<file path="config.mk">
export PLATFORM = sky130hd
export DESIGN_NAME = tft_spi_decoder
export DESIGN_NICKNAME = d
export VERILOG_FILES = /design/src/rtl/tft_pkg.sv /design/src/rtl/spi_byte_rx.sv /design/src/rtl/tft_spi_decoder.sv
export SDC_FILE = /design/constraint.sdc
export NUM_CORES = 1
export LEC_CHECK = 0
export ABC_AREA = 1
export CORE_MARGIN = 5
export CORE_UTILIZATION = 40
export DETAILED_ROUTE_END_ITERATION = 8
export DONT_BUFFER_PORTS = 1
export PLACE_DENSITY = 0.57
export SLEW_MARGIN = 10
export SYNTH_ARGS = -nofsm -noshare
export SYNTH_HDL_FRONTEND = slang
export SYNTH_SLANG_ARGS = --single-unit
</file>
<file path="constraint.sdc">
create_clock -name clk -period 14.8 [get_ports clk]
set_input_delay 1.48 -clock clk [delete_from_list [all_inputs] [get_ports clk]]
set_output_delay 1.48 -clock clk [all_outputs]
set_load 0.01 [all_outputs]
</file>
<file path="src/rtl/tft_pkg.sv">
// Shared definitions for the TFT SPI receive path: ILI9341 command codes,
// decoder state encoding and pixel width.
package tft_pkg;

  localparam logic [7:0] CMD_CASET = 8'h2A;
  localparam logic [7:0] CMD_PASET = 8'h2B;
  localparam logic [7:0] CMD_RAMWR = 8'h2C;

  localparam int unsigned RGB565_W = 16;

  typedef enum logic [2:0] {
    ST_IDLE,
    ST_CASET,
    ST_PASET,
    ST_RAMWR_HI,
    ST_RAMWR_LO,
    ST_SKIP
  } dec_state_e;

endpackage

</file>
<file path="src/rtl/spi_byte_rx.sv">
// SPI mode-0 byte receiver: synchronizes the bus into clk, detects rising
// spi_clk edges while selected and assembles MSB-first bytes.
module spi_byte_rx
  import tft_pkg::*;
#(
  parameter int unsigned SYNC_STAGES = 2
) (
  input  logic       clk_i,
  input  logic       rst_n_i,
  input  logic       spi_clk_i,
  input  logic       spi_mosi_i,
  input  logic       spi_dc_i,
  input  logic       spi_cs_i,
  output logic       byte_valid_o,
  output logic [7:0] byte_data_o,
  output logic       byte_dc_o
);

  logic [SYNC_STAGES-1:0] sclk_q, mosi_q, dc_q, cs_q;
  logic                   sclk_prev_q, cs_prev_q;
  logic [2:0]             cnt_q, cnt_d;
  logic [7:0]             shift_q, shift_d;
  logic                   valid_q, valid_d;
  logic [7:0]             data_q, data_d;
  logic                   bdc_q, bdc_d;
  logic                   sclk_s, mosi_s, dc_s, cs_s, sample;

  assign sclk_s = sclk_q[SYNC_STAGES-1];
  assign mosi_s = mosi_q[SYNC_STAGES-1];
  assign dc_s   = dc_q[SYNC_STAGES-1];
  assign cs_s   = cs_q[SYNC_STAGES-1];

  // An edge arriving in the same cycle cs rises is still taken, so a byte
  // whose last edge coincides with deselect completes before the clear.
  assign sample = sclk_s & ~sclk_prev_q & (~cs_s | ~cs_prev_q);

  always_comb begin
    cnt_d   = cnt_q;
    shift_d = shift_q;
    valid_d = 1'b0;
    data_d  = data_q;
    bdc_d   = bdc_q;
    if (sample) begin
      shift_d = {shift_q[6:0], mosi_s};
      cnt_d   = cnt_q + 3'd1;
      if (cnt_q == 3'd7) begin
        valid_d = 1'b1;
        data_d  = shift_d;
        bdc_d   = dc_s;
        cnt_d   = '0;
      end
    end
    if (cs_s) cnt_d = '0;
  end

  always_ff @(posedge clk_i or negedge rst_n_i) begin
    if (!rst_n_i) begin
      sclk_q      <= '0;
      mosi_q      <= '0;
      dc_q        <= '0;
      cs_q        <= '0;
      sclk_prev_q <= 1'b0;
      cs_prev_q   <= 1'b0;
      cnt_q       <= '0;
      shift_q     <= '0;
      valid_q     <= 1'b0;
      data_q      <= '0;
      bdc_q       <= 1'b0;
    end else begin
      sclk_q      <= {sclk_q[SYNC_STAGES-2:0], spi_clk_i};
      mosi_q      <= {mosi_q[SYNC_STAGES-2:0], spi_mosi_i};
      dc_q        <= {dc_q[SYNC_STAGES-2:0], spi_dc_i};
      cs_q        <= {cs_q[SYNC_STAGES-2:0], spi_cs_i};
      sclk_prev_q <= sclk_s;
      cs_prev_q   <= cs_s;
      cnt_q       <= cnt_d;
      shift_q     <= shift_d;
      valid_q     <= valid_d;
      data_q      <= data_d;
      bdc_q       <= bdc_d;
    end
  end

  assign byte_valid_o = valid_q;
  assign byte_data_o  = data_q;
  assign byte_dc_o    = bdc_q;

endmodule

</file>
<file path="src/rtl/tft_spi_decoder.sv">
// Panel-side model of the TFT SPI link: receives bytes and decodes
// CASET/PASET/RAMWR into addressed RGB565 pixel writes.
module tft_spi_decoder
  import tft_pkg::*;
#(
  parameter int unsigned SYNC_STAGES = 2,
  parameter int unsigned PANEL_W     = 240,
  parameter int unsigned PANEL_H     = 320
) (
  input  logic                clk,
  input  logic                rst,
  input  logic                spi_clk,
  input  logic                spi_mosi,
  input  logic                spi_dc,
  input  logic                spi_cs,
  output logic                byte_valid,
  output logic [7:0]          byte_data,
  output logic                byte_dc,
  output logic                cmd_valid,
  output logic [7:0]          cmd_code,
  output logic                pix_valid,
  output logic [15:0]         pix_x,
  output logic [15:0]         pix_y,
  output logic [RGB565_W-1:0] pix_color
);

  logic [1:0] rst_sync_q;
  logic       rst_n;

  // Asynchronous assert, synchronous release.
  always_ff @(posedge clk or negedge rst) begin
    if (!rst) rst_sync_q <= '0;
    else      rst_sync_q <= {rst_sync_q[0], 1'b1};
  end
  assign rst_n = rst_sync_q[1];

  logic       rx_valid, rx_dc;
  logic [7:0] rx_data;

  spi_byte_rx #(.SYNC_STAGES(SYNC_STAGES)) u_rx (
    .clk_i        (clk),
    .rst_n_i      (rst_n),
    .spi_clk_i    (spi_clk),
    .spi_mosi_i   (spi_mosi),
    .spi_dc_i     (spi_dc),
    .spi_cs_i     (spi_cs),
    .byte_valid_o (rx_valid),
    .byte_data_o  (rx_data),
    .byte_dc_o    (rx_dc)
  );

  dec_state_e          state_q, state_d;
  logic [1:0]          pcnt_q, pcnt_d;
  logic [23:0]         shadow_q, shadow_d;
  logic [15:0]         xs_q, xs_d, xe_q, xe_d, ys_q, ys_d, ye_q, ye_d;
  logic [15:0]         x_q, x_d, y_q, y_d;
  logic [7:0]          hi_q, hi_d;
  logic                cmd_valid_q, cmd_valid_d, pix_valid_q, pix_valid_d;
  logic [7:0]          cmd_code_q, cmd_code_d;
  logic [15:0]         pix_x_q, pix_x_d, pix_y_q, pix_y_d;
  logic [RGB565_W-1:0] pix_color_q, pix_color_d;

  always_comb begin
    state_d     = state_q;
    pcnt_d      = pcnt_q;
    shadow_d    = shadow_q;
    xs_d        = xs_q;
    xe_d        = xe_q;
    ys_d        = ys_q;
    ye_d        = ye_q;
    x_d         = x_q;
    y_d         = y_q;
    hi_d        = hi_q;
    cmd_valid_d = 1'b0;
    cmd_code_d  = cmd_code_q;
    pix_valid_d = 1'b0;
    pix_x_d     = pix_x_q;
    pix_y_d     = pix_y_q;
    pix_color_d = pix_color_q;
    if (rx_valid && !rx_dc) begin
      cmd_valid_d = 1'b1;
      cmd_code_d  = rx_data;
      pcnt_d      = '0;
      case (rx_data)
        CMD_CASET: state_d = ST_CASET;
        CMD_PASET: state_d = ST_PASET;
        CMD_RAMWR: begin
          state_d = ST_RAMWR_HI;
          x_d     = xs_q;
          y_d     = ys_q;
        end
        default:   state_d = ST_SKIP;
      endcase
    end else if (rx_valid) begin
      case (state_q)
        ST_CASET, ST_PASET: begin
          pcnt_d = pcnt_q + 2'd1;
          // Shadow holds start_hi, start_lo, end_hi; end_lo arrives live.
          if (pcnt_q == 2'd3) begin
            if (state_q == ST_CASET) begin
              xs_d = shadow_q[23:8];
              xe_d = {shadow_q[7:0], rx_data};
            end else begin
              ys_d = shadow_q[23:8];
              ye_d = {shadow_q[7:0], rx_data};
            end
            state_d = ST_IDLE;
          end else begin
            shadow_d = {shadow_q[15:0], rx_data};
          end
        end
        ST_RAMWR_HI: begin
          hi_d    = rx_data;
          state_d = ST_RAMWR_LO;
        end
        ST_RAMWR_LO: begin
          pix_valid_d = 1'b1;
          pix_x_d     = x_q;
          pix_y_d     = y_q;
          pix_color_d = {hi_q, rx_data};
          if (x_q == xe_q) begin
            x_d = xs_q;
            y_d = (y_q == ye_q) ? ys_q : y_q + 16'd1;
          end else begin
            x_d = x_q + 16'd1;
          end
          state_d = ST_RAMWR_HI;
        end
        default: ;
      endcase
    end
  end

  always_ff @(posedge clk or negedge rst_n) begin
    if (!rst_n) begin
      state_q     <= ST_IDLE;
      pcnt_q      <= '0;
      shadow_q    <= '0;
      xs_q        <= '0;
      xe_q        <= 16'(PANEL_W - 1);
      ys_q        <= '0;
      ye_q        <= 16'(PANEL_H - 1);
      x_q         <= '0;
      y_q         <= '0;
      hi_q        <= '0;
      cmd_valid_q <= 1'b0;
      cmd_code_q  <= '0;
      pix_valid_q <= 1'b0;
      pix_x_q     <= '0;
      pix_y_q     <= '0;
      pix_color_q <= '0;
    end else begin
      state_q     <= state_d;
      pcnt_q      <= pcnt_d;
      shadow_q    <= shadow_d;
      xs_q        <= xs_d;
      xe_q        <= xe_d;
      ys_q        <= ys_d;
      ye_q        <= ye_d;
      x_q         <= x_d;
      y_q         <= y_d;
      hi_q        <= hi_d;
      cmd_valid_q <= cmd_valid_d;
      cmd_code_q  <= cmd_code_d;
      pix_valid_q <= pix_valid_d;
      pix_x_q     <= pix_x_d;
      pix_y_q     <= pix_y_d;
      pix_color_q <= pix_color_d;
    end
  end

  assign byte_valid = rx_valid;
  assign byte_data  = rx_data;
  assign byte_dc    = rx_dc;
  assign cmd_valid  = cmd_valid_q;
  assign cmd_code   = cmd_code_q;
  assign pix_valid  = pix_valid_q;
  assign pix_x      = pix_x_q;
  assign pix_y      = pix_y_q;
  assign pix_color  = pix_color_q;

endmodule
</file>
### Word-level counts from Yosys, hierarchy flattened

Cells that the tools add are included.

* register bits after elaboration: 223
* input bits: 6

* add/sub/neg operators: 4
* equality and inequality tests: 13
* mux-type cells: 28
* bitwise operators: 9
* reductions and logical operators: 19

Operators with widths (number)
* $mux 16: 11
* $add 16x1->16 const B: 2
* $eq 16x16->1: 2
* $eq 8x6->1 const B: 3
* $mux 3: 6
* $pmux 3 s3: 2
* $reduce_and 3->1: 4
* $reduce_and 5->1: 2
* $reduce_bool 2->1: 5
* $reduce_and 4->1: 2
* $eq 3x2->1 const B: 2
* $eq 3x3->1 const B: 2
* $mux 1: 6
* $mux 2: 3
* $not 1->1: 6
* $reduce_and 2->1: 2
* $reduce_bool 4->1: 1
* $add 3x1->3 const B: 1
* $eq 3x1->1 const B: 1
* $ne 3x3->1 const B: 1
* $add 2x1->2 const B: 1
* $and 1x1->1: 2
* $eq 2x2->1 const B: 1
* $ne 2x1->1 const B: 1
* 4 further kinds: 4

### Longest topological paths before layout

Gate-level depths: netlist of run 1.

* depth in word-level cells: 6
* depth in mapped cells: 13
* gate-level depth less buffers: 12

### By module

A second synthesis of run 1 with hierarchy kept.

* cell total of the unflattened synthesis: 1177
* area total of the unflattened synthesis: 10039.6 µm²

Modules (own cells, without submodules)
* tft_spi_decoder: instances 1, cells each 1074, area an instance 8899.8 µm²
* spi_byte_rx: instances 1, cells each 103, area an instance 1139.8 µm²

### Worst setup path after synthesis of run 1

OpenSTA, ideal clock, no wires.

* path kind: reg-to-output
* from: register u_rx.bdc_q, in the netlist u_rx.byte_dc_o
* to: output byte_dc
* data arrival time: 0.487 ns
* data required time: 13.320 ns
* setup slack: 12.833 ns
* cell stages (with the launch flop): 1
* cell sequence: dfrtp_1

RTL lines
* start: declaration: RTL line spi_byte_rx.sv:25 `logic bdc_q, bdc_d;`
* start signal: assignment: RTL line spi_byte_rx.sv:68 `bdc_q <= 1'b0;`
* start signal: assignment: RTL line spi_byte_rx.sv:80 `bdc_q <= bdc_d;`
* end: declaration: RTL line tft_spi_decoder.sv:18 `output logic byte_dc,`

No word-level cell between the ends.

### Final worst setup path of run 1

* from: register u_rx.bdc_q, in the netlist u_rx.byte_dc_o
* to: output byte_dc

No word-level cell between the ends.

==> out/results.tsv, run 1 <==
metric	value	unit
cts.repair.resized	0	
insertedDiodeCount	0	
powerDensity	116.4	mW/mm^2
arrival	1.07	ns
ys_ff_latch	223	
rsz0062_at_grt	false	
fmax	392.6	MHz
cts_buffers	24	
antenna_found_initial	0	
layout.nets	1163	
vdd_drop_max	0.1305	mV
startpoint_type	flop	
crit_fanout	7	
drc_errors	0	
cap_violations	0	
ios	74	
period_needed	2.547	ns
viasPerCell	4.916	
hold_violations	0	
end_kind	primary output	
cts_tree	yes	
cts.sinks	223	
async_reset_ff_share	100.0	%
drv_slew	0	
path_clk_slew	0.06	ns
floorplan.die_area	0.02803	sq mm
grt_use_total	16.71	%
drt_first_pass_iters	5	
worst_clock_skew	0.008891	ns
reg2reg_slack	12.36	ns
clock_latency	0.51	ns
num_vias	7344	
grt-ovfl-total	0	
finalHoldWorstSlack	0.3413	ns
dr.max_layer_used	met4	
seq_area_frac_synth	56.46	%
leakagePower	0.005132	uW
synth.yosys.warnings	0	
status	complete, no violations	
syn_nets	1176	
htree_levels	1	
dr.first_iter.drc_count	496	
synth_edf_count	0	
crit_required	13.32	ns
drive_above_1_share	7.436	%
wl_met3	1184	microns
wl	23120	microns
grt_pass1_vias	7177	
grt_max_degree	176	
tns	0	ns
fp.dieH	167.4	microns
worstSetupPathType	reg -> out	
core_area	0.02439	sq mm
grt_pass1_wl	38920	microns
syn_inst	1165	
synth_area	0.009915	sq mm
portBuffers	0	
globalplace.congestion	0.8452	
setup_viol	0	
yosys.area.top_type	dfrtp_1	
wl_per_cell	15.48	microns
die_w	167.4	microns
core.rowCount	57	
area_growth_syn_to_layout	11.69	%
synth.avg_cell_area	8.510	sq um
hp-class	reg -> async	
start_util	40.65	%
wl_met2	10760	microns
fin_crit_sh	17.21	%
cts_buffer_depth	3	
wl_met1	10700	microns
yosysUniqueCellTypes	32	
synth_top_area_share	52.75	%
root_buffer	clkbuf_16	
ant_nets	0	
worst_pin_slew	1.041	ns
cts_hold_buffers	0	
post-cts-setup-buffer-count	0	
synth_area_leaders	dfrtp_1, nand2_1, o21ai_0, inv_1, dfstp_2	
place_hpwl	15430	microns
synthFlopType	dfrtp_1	
relSlewSlack	30.37	%
-- cell usage in the layout, fill, tap and decap left out, types with 2 or more instances in the layout --
cell	netlist	final
clkinv_2	0	6
ha_1	5	5
nand2_1	400	400
nand3b_1	4	4
clkbuf_8	0	5
clkinvlp_4	0	3
bufinv_16	0	4
xor2_1	21	21
nor3_1	9	9
dfstp_2	14	14
clkbuf_16	0	25
o21ai_0	117	117
inv_1	125	125
dfrtp_1	209	208
inv_2	3	3
nor2_1	55	54
nor2_4	1	2
o21a_1	37	37
mux2_2	13	13
buf_4	1	6
nand3_1	72	72
nand4_1	22	22
-- per-stage QoR --
stage	worst slack, ns	cell area (sq um)	std cells	util, %	power (uW)
finish	12.25	11070	1494	45.40	1289
global route	12.15	11070	1494	45.40	1341
CTS	12.23	11070	1494	45.40	1309
detailed placement	12.33	10200	1450	41.83	655.7
global placement	12.36	10200	1450	41.83	655.1
floorplan	8.150	9915	1165	-	648.3
-- report_power, final --
part / internal, uW / switching, uW / leakage (uW)
Sequential: 618 / 7.76 / 0.00303
Clock: 402 / 244 / 0.000426
Combinational: 4.43 / 13.3 / 0.00168
Total: 1020 / 265 / 0.00513
-- metal layers --
| metal | GRT usage [%] | up-vias |
|---|---|---|
| met5 | 0 | - |
| met4 | 4.128 | 0 |
| met3 | 3.442 | 30 |
| met2 | 26.78 | 137 |
| met1 | 23.46 | 3519 |
| li1 | - | 3658 |
-- cell type report --
class	count	area (sq um)
Clock buffer	31	698.2
Clock inverter	13	172.7
Fill cell	2411	13320
Inverter	128	480.5
Multi-Input combinational cell	768	3650
Sequential cell	223	5602
Tap cell	324	405.4
Timing Repair Buffer	7	65.06
-- cells in the mapped netlist, drive strengths merged, types with 2 or more instances --
library cell,number
xor2,21
inv,128
clkbuf,30
o21ai,117
ha,5
o21a,37
nand3b,4
nand3,72
a21oi,2
buf,16
nor2,56
nor3,9
nand4,23
mux2,13
dfstp,14
nand2,402
dfrtp,209
-- path summary, 6_finish.rpt --
kind                       cells after the start      startpoint              to
max in group asynchronous                      1   rst_sync_q[1]        xs_q[11]
min                                            0   rst_sync_q[1]         hi_q[6]
min reg2reg                                    0   rst_sync_q[1]         hi_q[6]
min in group clk                               0  u_rx.mosi_q[0]  u_rx.mosi_q[1]
max                                            0  u_rx.byte_dc_o         byte_dc
max reg2reg                                    4  u_rx.byte_dc_o   pix_color[15]
-- kinds of logic after synthesis --
kind of cell / count (synthesis) / synth area share (%)
and+or+nand+nor: 566 / 23.42
DFF: 223 / 56.46
buffers and inverters: 174 / 6.802
AOI/OAI and AO/OA: 161 / 9.225
xor gates and xnor gates: 22 / 1.944
muxes: 13 / 1.477
adders and majority gates: 5 / 0.6310
other: 1 / 0.03782
-- flip-flops by register name (all words and copies together), names as in the netlist, 3 cells and up --
name,flops
cmd_code,8
hi_q,8
pix_color,16
pix_x,16
pix_y,16
shadow_q,24
state_q,3
u_rx.byte_data_o,8
u_rx.cnt_q,3
u_rx.shift_q,7
x_q,16
xe_q,16
xs_q,16
y_q,16
ye_q,16
ys_q,16
Note: power is estimated with default switching activity, not from simulation.
==> run 2, diff against run 1 <==
Settings changed: PLACE_DENSITY 0.57 to 0.59.
Clock period 14.8 ns to 2.3 ns, I/O delays scaled along.
==> run 2 against run 1 <==
First-iteration DRC count decreased by 12%. Clock skew increased by 0.00097 ns. Utilization increased by 0.90 points. Global-route usage increased by 0.17 points. Hold slack got worse by 0.13 ns. Sequential power increased to 6.4 times the previous value. Wire length increased by 2.0%. Cell count increased by 1.4%. Combinational power increased to 8.0 times the previous value. Flip-flop and latch count unchanged. Clock-buffer cell count increased by 1. Highest routed layer unchanged.
==> out/results.tsv, run 2 (synthesis results as in run 1) <==
metric	value	unit	change
status	complete, no violations		unchanged
viasPerCell	4.958		was 4.916
ios	74		unchanged
rsz0062_at_grt	false		unchanged
start_util	40.65	%	unchanged
multi_input_area	0.003650	sq mm	unchanged
cts_buffer_depth	3		unchanged
htree_levels	1		unchanged
insertedDiodeCount	0		unchanged
fillCellCount	2376		was 2411
wl	23580	microns	was 23120 microns
grtUsageMet1	22.96	%	was 23.46%
fmax	507.2	MHz	
end_kind	flop		was primary output
crit_required	2.69	ns	was 13.32 ns
root_buffer	clkbuf_16		unchanged
final_common_cell	nand2_1		unchanged
top_usage_layer	met2		unchanged
vdd_drop_max	0.5802	mV	was 0.1305 mV
arrival	2.36	ns	was 1.07 ns
final-seq-area	0.005602	sq mm	unchanged
grt-ovfl-total	0		unchanged
crit_fanout	6		was 7
globalplace.congestion	0.8671		was 0.8452
layout.nets	1185		was 1163
path_clk_slew	0.06	ns	about the same
wl_per_cell	15.57	microns	was 15.48 microns
startpoint_type	flop		unchanged
powerDensity	731.9	mW/mm^2	was 116.4 mW/mm^2
clock_latency	0.51	ns	about the same
floorplan.die_area	0.02803	sq mm	unchanged
grt_max_degree	74		was 176
core_area	0.02439	sq mm	unchanged
grt_pass1_vias	7379		was 7177
fin_cells	1515		was 1494
dr.first_iter.drc_count	437		was 496
cts.repair.resized	0		unchanged
worst_pin_slew	0.5434	ns	was 1.041 ns
drt_first_pass_iters	5		unchanged
cts_buffers	23		was 24
setup_viol	0		unchanged
worst_clock_skew	0.009859	ns	was 0.008891 ns
num_vias	7512		was 7344
hold_violations	0		unchanged
cap_violations	0		unchanged
place_hpwl	16110	microns	was 15430 microns
cts_tree	yes		unchanged
grt_pass1_wl	39280	microns	was 38920 microns
dp_cells	1467		was 1450
relSlewSlack	63.69	%	was 30.37%
grt_use_total	16.89	%	was 16.71%
final_util	46.30	%	was 45.40%
antenna_found_initial	0		unchanged
drv_slew	0		unchanged
fin_crit_sh	85.73	%	
fp.dieH	167.4	microns	unchanged
portBuffers	0		unchanged
tns	0	ns	unchanged
ant_nets	0		unchanged
hp-class	reg -> async		unchanged
grt_use_met3	3.678	%	was 3.442%
largest_reg_flops	24		unchanged
drive_above_1_share	8.312	%	was 7.436%
post_dp_cell_area	0.01039	sq mm	was 0.01020 sq mm
period_needed	1.972	ns	
worstSetupPathType	reg -> reg		was reg -> out
cts.sinks	223		unchanged
area_growth_syn_to_layout	13.91	%	was 11.69%
design_area	0.01129	sq mm	was 0.01107 sq mm
max_flop_register	shadow_q		unchanged
die_w	167.4	microns	unchanged
gr-usage-met2	27.28	%	was 26.78%
leakagePower	0.005248	uW	was 0.005132 uW
final_cell_mix	nand2_1, dfrtp_1, inv_1, o21ai_0, nand3_1		unchanged
core.rowCount	57		unchanged
drc_errors	0		unchanged
post-cts-setup-buffer-count	0		unchanged
## run 2: changes by cell type in the layout (fill, tap and decap cells not counted), sizes merged
| cell | before | now |
|---|---|---|
| inv | 128 | 129 |
| bufinv | 4 | 5 |
| buf | 7 | 24 |
| dlygate4sd3 | 0 | 6 |
| clkinv | 6 | 3 |
| clkbuf | 31 | 32 |
| clkinvlp | 3 | 1 |
## run 2: cell type report
cell class	instances	share of cell area (%)
clock buffer	32	5.839
clock inverter	10	1.606
inverter	128	4.254
multi-input combinational	768	32.32
sequential	223	49.60
tap	324	3.590
timing repair buffer	30	2.792
## run 2: report_power, final
group / switching (uW) / leakage (uW) / total [uW] / internal (uW)
registers: 37.7 / 0.00303 / 4010 / 3970
clock network: 1550 / 0.000411 / 4110 / 2560
logic: 99.9 / 0.00181 / 143 / 43.1
total: 1680 / 0.00525 / 8270 / 6580
## run 2: path summary, 6_finish.rpt
check / start / endpoint / slack, ns / depth (start not counted)
worst min register to register: rst_sync_q[1] / x_q[1] / 0.21 / 0
worst min-delay path: rst_sync_q[1] / x_q[1] / 0.21 / 0
worst max register to register: x_q[1] / x_q[14] / 0.33 / 10
min in group clk: spi_dc / u_rx.dc_q[0] / 0.28 / 1
worst max-delay path: x_q[1] / x_q[14] / 0.33 / 10
max in group asynchronous: rst_sync_q[1] / xe_q[1] / 1.26 / 1
## run 2: routing by layer
metal  vias up  share of wire (%)
met5         -                  0
met4         0                2.7
met3        43                6.0
met2       165                 46
met1      3592                 45
li1       3712                  -
## run 2: stage by stage
step / hold slack, ns / setup slack (ns) / power, uW
floorplan: -0.06559 / 0.04940 / 4171
global placement: -0.06554 / 0.3988 / 4222
detailed placement: -0.06553 / 0.3664 / 4226
CTS: 0.2138 / 0.3632 / 8367
global route: 0.2276 / 0.06161 / 8572
finish: 0.2091 / 0.3282 / 8265
## run 2: repair_timing
action / 4_1_cts / 5_1_grt
hold buffers: 6 / 0
hold endpoints to repair: 6 / 0
setup endpoints to repair: 0 / 0
## run 2: critical path, cell delays in order (launching register included)
cell	delay (ns)
dfrtp_1	0.44
ha_1	0.22
nand2_1	0.07
nor2_1	0.34
nand3_1	0.19
nor2_1	0.24
nand2_1	0.08
nand2_1	0.07
nand2_1	0.05
nand4_1	0.07
nand3_1	0.08
==> run 3, diff against run 2 <==
Settings changed: CORE_MARGIN 5 to 2.
==> run 3 against run 2 <==
Global-route usage is 1.4 points higher. Largest cell class unchanged. Combinational power is 3% lower. Critical path depth increased by 1. Highest routed layer unchanged. Clock skew is 0.0012 ns lower. Critical endpoint is now y_q[15]. Utilization up 0.23 points. Non-clock buffer count rose by 1. Hold slack gained 0.060 ns. Cell count grew 0.20%. Die area is 7.0% lower. Wire length shrank 1.3%.
==> out/results.tsv, run 3 (synthesis results as in run 1) <==
metric	value	unit	change
layout.nets	1187		was 1185
period_needed	2.013	ns	was 1.972 ns
insertedDiodeCount	0		unchanged
drv_slew	0		unchanged
largest_reg_flops	24		unchanged
final_common_cell	nand2_1		unchanged
floorplan.die_area	0.02606	sq mm	was 0.02803 sq mm
crit_required	2.71	ns	was 2.69 ns
grt_pass1_wl	38650	microns	was 39280 microns
arrival	2.42	ns	was 2.36 ns
hp-class	in -> reg		was reg -> async
drive_above_1_share	8.794	%	was 8.312%
grt_max_degree	76		was 74
wl	23280	microns	was 23580 microns
rsz0062_at_grt	false		unchanged
place_hpwl	15870	microns	was 16110 microns
drc_errors	0		unchanged
cts_hold_buffers	6		unchanged
grt-ovfl-total	0		unchanged
final-seq-area	0.005602	sq mm	unchanged
vdd_drop_max	0.5286	mV	was 0.5802 mV
globalplace.congestion	0.8605		was 0.8671
relSlewSlack	63.68	%	was 63.69%
core.rowCount	57		unchanged
htree_levels	1		unchanged
dp_cells	1468		was 1467
start_util	40.77	%	was 40.65%
tns	0	ns	unchanged
final_cell_mix	nand2_1, dfrtp_1, inv_1, o21ai_0, nand3_1		unchanged
cts.sinks	223		unchanged
fillCellCount	2347		was 2376
status	complete, no violations		unchanged
antenna_found_initial	0		unchanged
wl_per_cell	15.34	microns	was 15.57 microns
critical_path.startpoint	xe_q[0]		was x_q[1]
fmax	496.7	MHz	was 507.2 MHz
die_w	161.4	microns	was 167.4 microns
num_vias	7500		was 7512
powerDensity	730.4	mW/mm^2	was 731.9 mW/mm^2
cts_buffer_depth	3		unchanged
core_area	0.02432	sq mm	was 0.02439 sq mm
area_growth_syn_to_layout	14.13	%	was 13.91%
viasPerCell	4.941		was 4.958
worstSetupPathType	reg -> reg		unchanged
crit_fanout	16		was 6
path_clk_slew	0.06	ns	about the same
cts_tree	yes		unchanged
ios	74		unchanged
grt_use_total	18.25	%	was 16.89%
portBuffers	0		unchanged
min_from	spi_clk		
leakagePower	0.005266	uW	was 0.005248 uW
worst_clock_skew	0.008660	ns	was 0.009859 ns
startpoint_type	flop		unchanged
fp.dieH	161.4	microns	was 167.4 microns
cts.repair.resized	0		unchanged
fin_cells	1518		was 1515
end_kind	flop		unchanged
clock_latency	0.52	ns	was 0.51 ns
cts_buffers	24		was 23
max_flop_register	shadow_q		unchanged
post-cts-setup-buffer-count	0		unchanged
worst_pin_slew	0.5433	ns	was 0.5434 ns
grt_pass1_vias	7373		was 7379
ant_nets	0		unchanged
multi_input_area	0.003650	sq mm	unchanged
r2r_start	xe_q[0]		was x_q[1]
cap_violations	0		unchanged
setup_viol	0		unchanged
root_buffer	clkbuf_16		unchanged
dr.first_iter.drc_count	407		was 437
hold_violations	0		unchanged
drt_first_pass_iters	5		unchanged
fin_crit_sh	87.53	%	was 85.73%
## run 3: metrics by stage
stage          util, %  cell area [sq um]  hold WS, ns  power, uW  setup slack, ns
2_1_floorplan        -               9918     -0.06559       4171          0.04940
4_1_cts          46.53              11320       0.2491       8368           0.2846
3_3_place_gp     42.76              10400     -0.06555       4223           0.3384
6_report         46.53              11320       0.2688       8266           0.2868
3_5_place_dp     42.76              10400     -0.06554       4229           0.3147
5_1_grt          46.53              11320       0.2555       8531          0.07860
## run 3: layout make-up
class / count / share of cell area [%]
clock inverter: 12 / 1.272
timing repair buffer: 31 / 2.853
inverter: 128 / 4.246
clock buffer: 32 / 6.291
tap: 324 / 3.582
sequential: 223 / 49.50
multi-input combinational: 768 / 32.25
## run 3: worst max-delay path, stage by stage, from the launching register on
cell,delay [ns]
dfstp_2,0.54
inv_1,0.04
nand2_1,0.05
nand2_1,0.05
nor2_1,0.15
nand2_1,0.09
nor2_1,0.09
nand2_1,0.21
nand2_1,0.20
nand2_2,0.26
nand2_1,0.15
nand2_1,0.06
## run 3: path summary, 6_finish.rpt
kind,endpoint,slack (ns),depth (start not counted)
min reg2reg,pix_x[4],0.29,0
min in group asynchronous,pix_x[4],0.29,0
max,y_q[15],0.29,11
max in group asynchronous,ye_q[2],1.22,1
max reg2reg,y_q[15],0.29,11
min,u_rx.sclk_q[0],0.27,1
## run 3: power breakdown
part | leakage (uW) | internal (uW) | switching, uW
registers | 0.00303 | 3970 | 44.2
clock network | 0.000423 | 2510 | 1600
logic | 0.00181 | 43.0 | 95.3
## run 3: metal layers
layer | global-route usage (%) | wire, microns
met5 | 0 | 0
met2 | 30.59 | 11070
met1 | 24.60 | 10710
met3 | 3.493 | 1115
met4 | 4.343 | 386
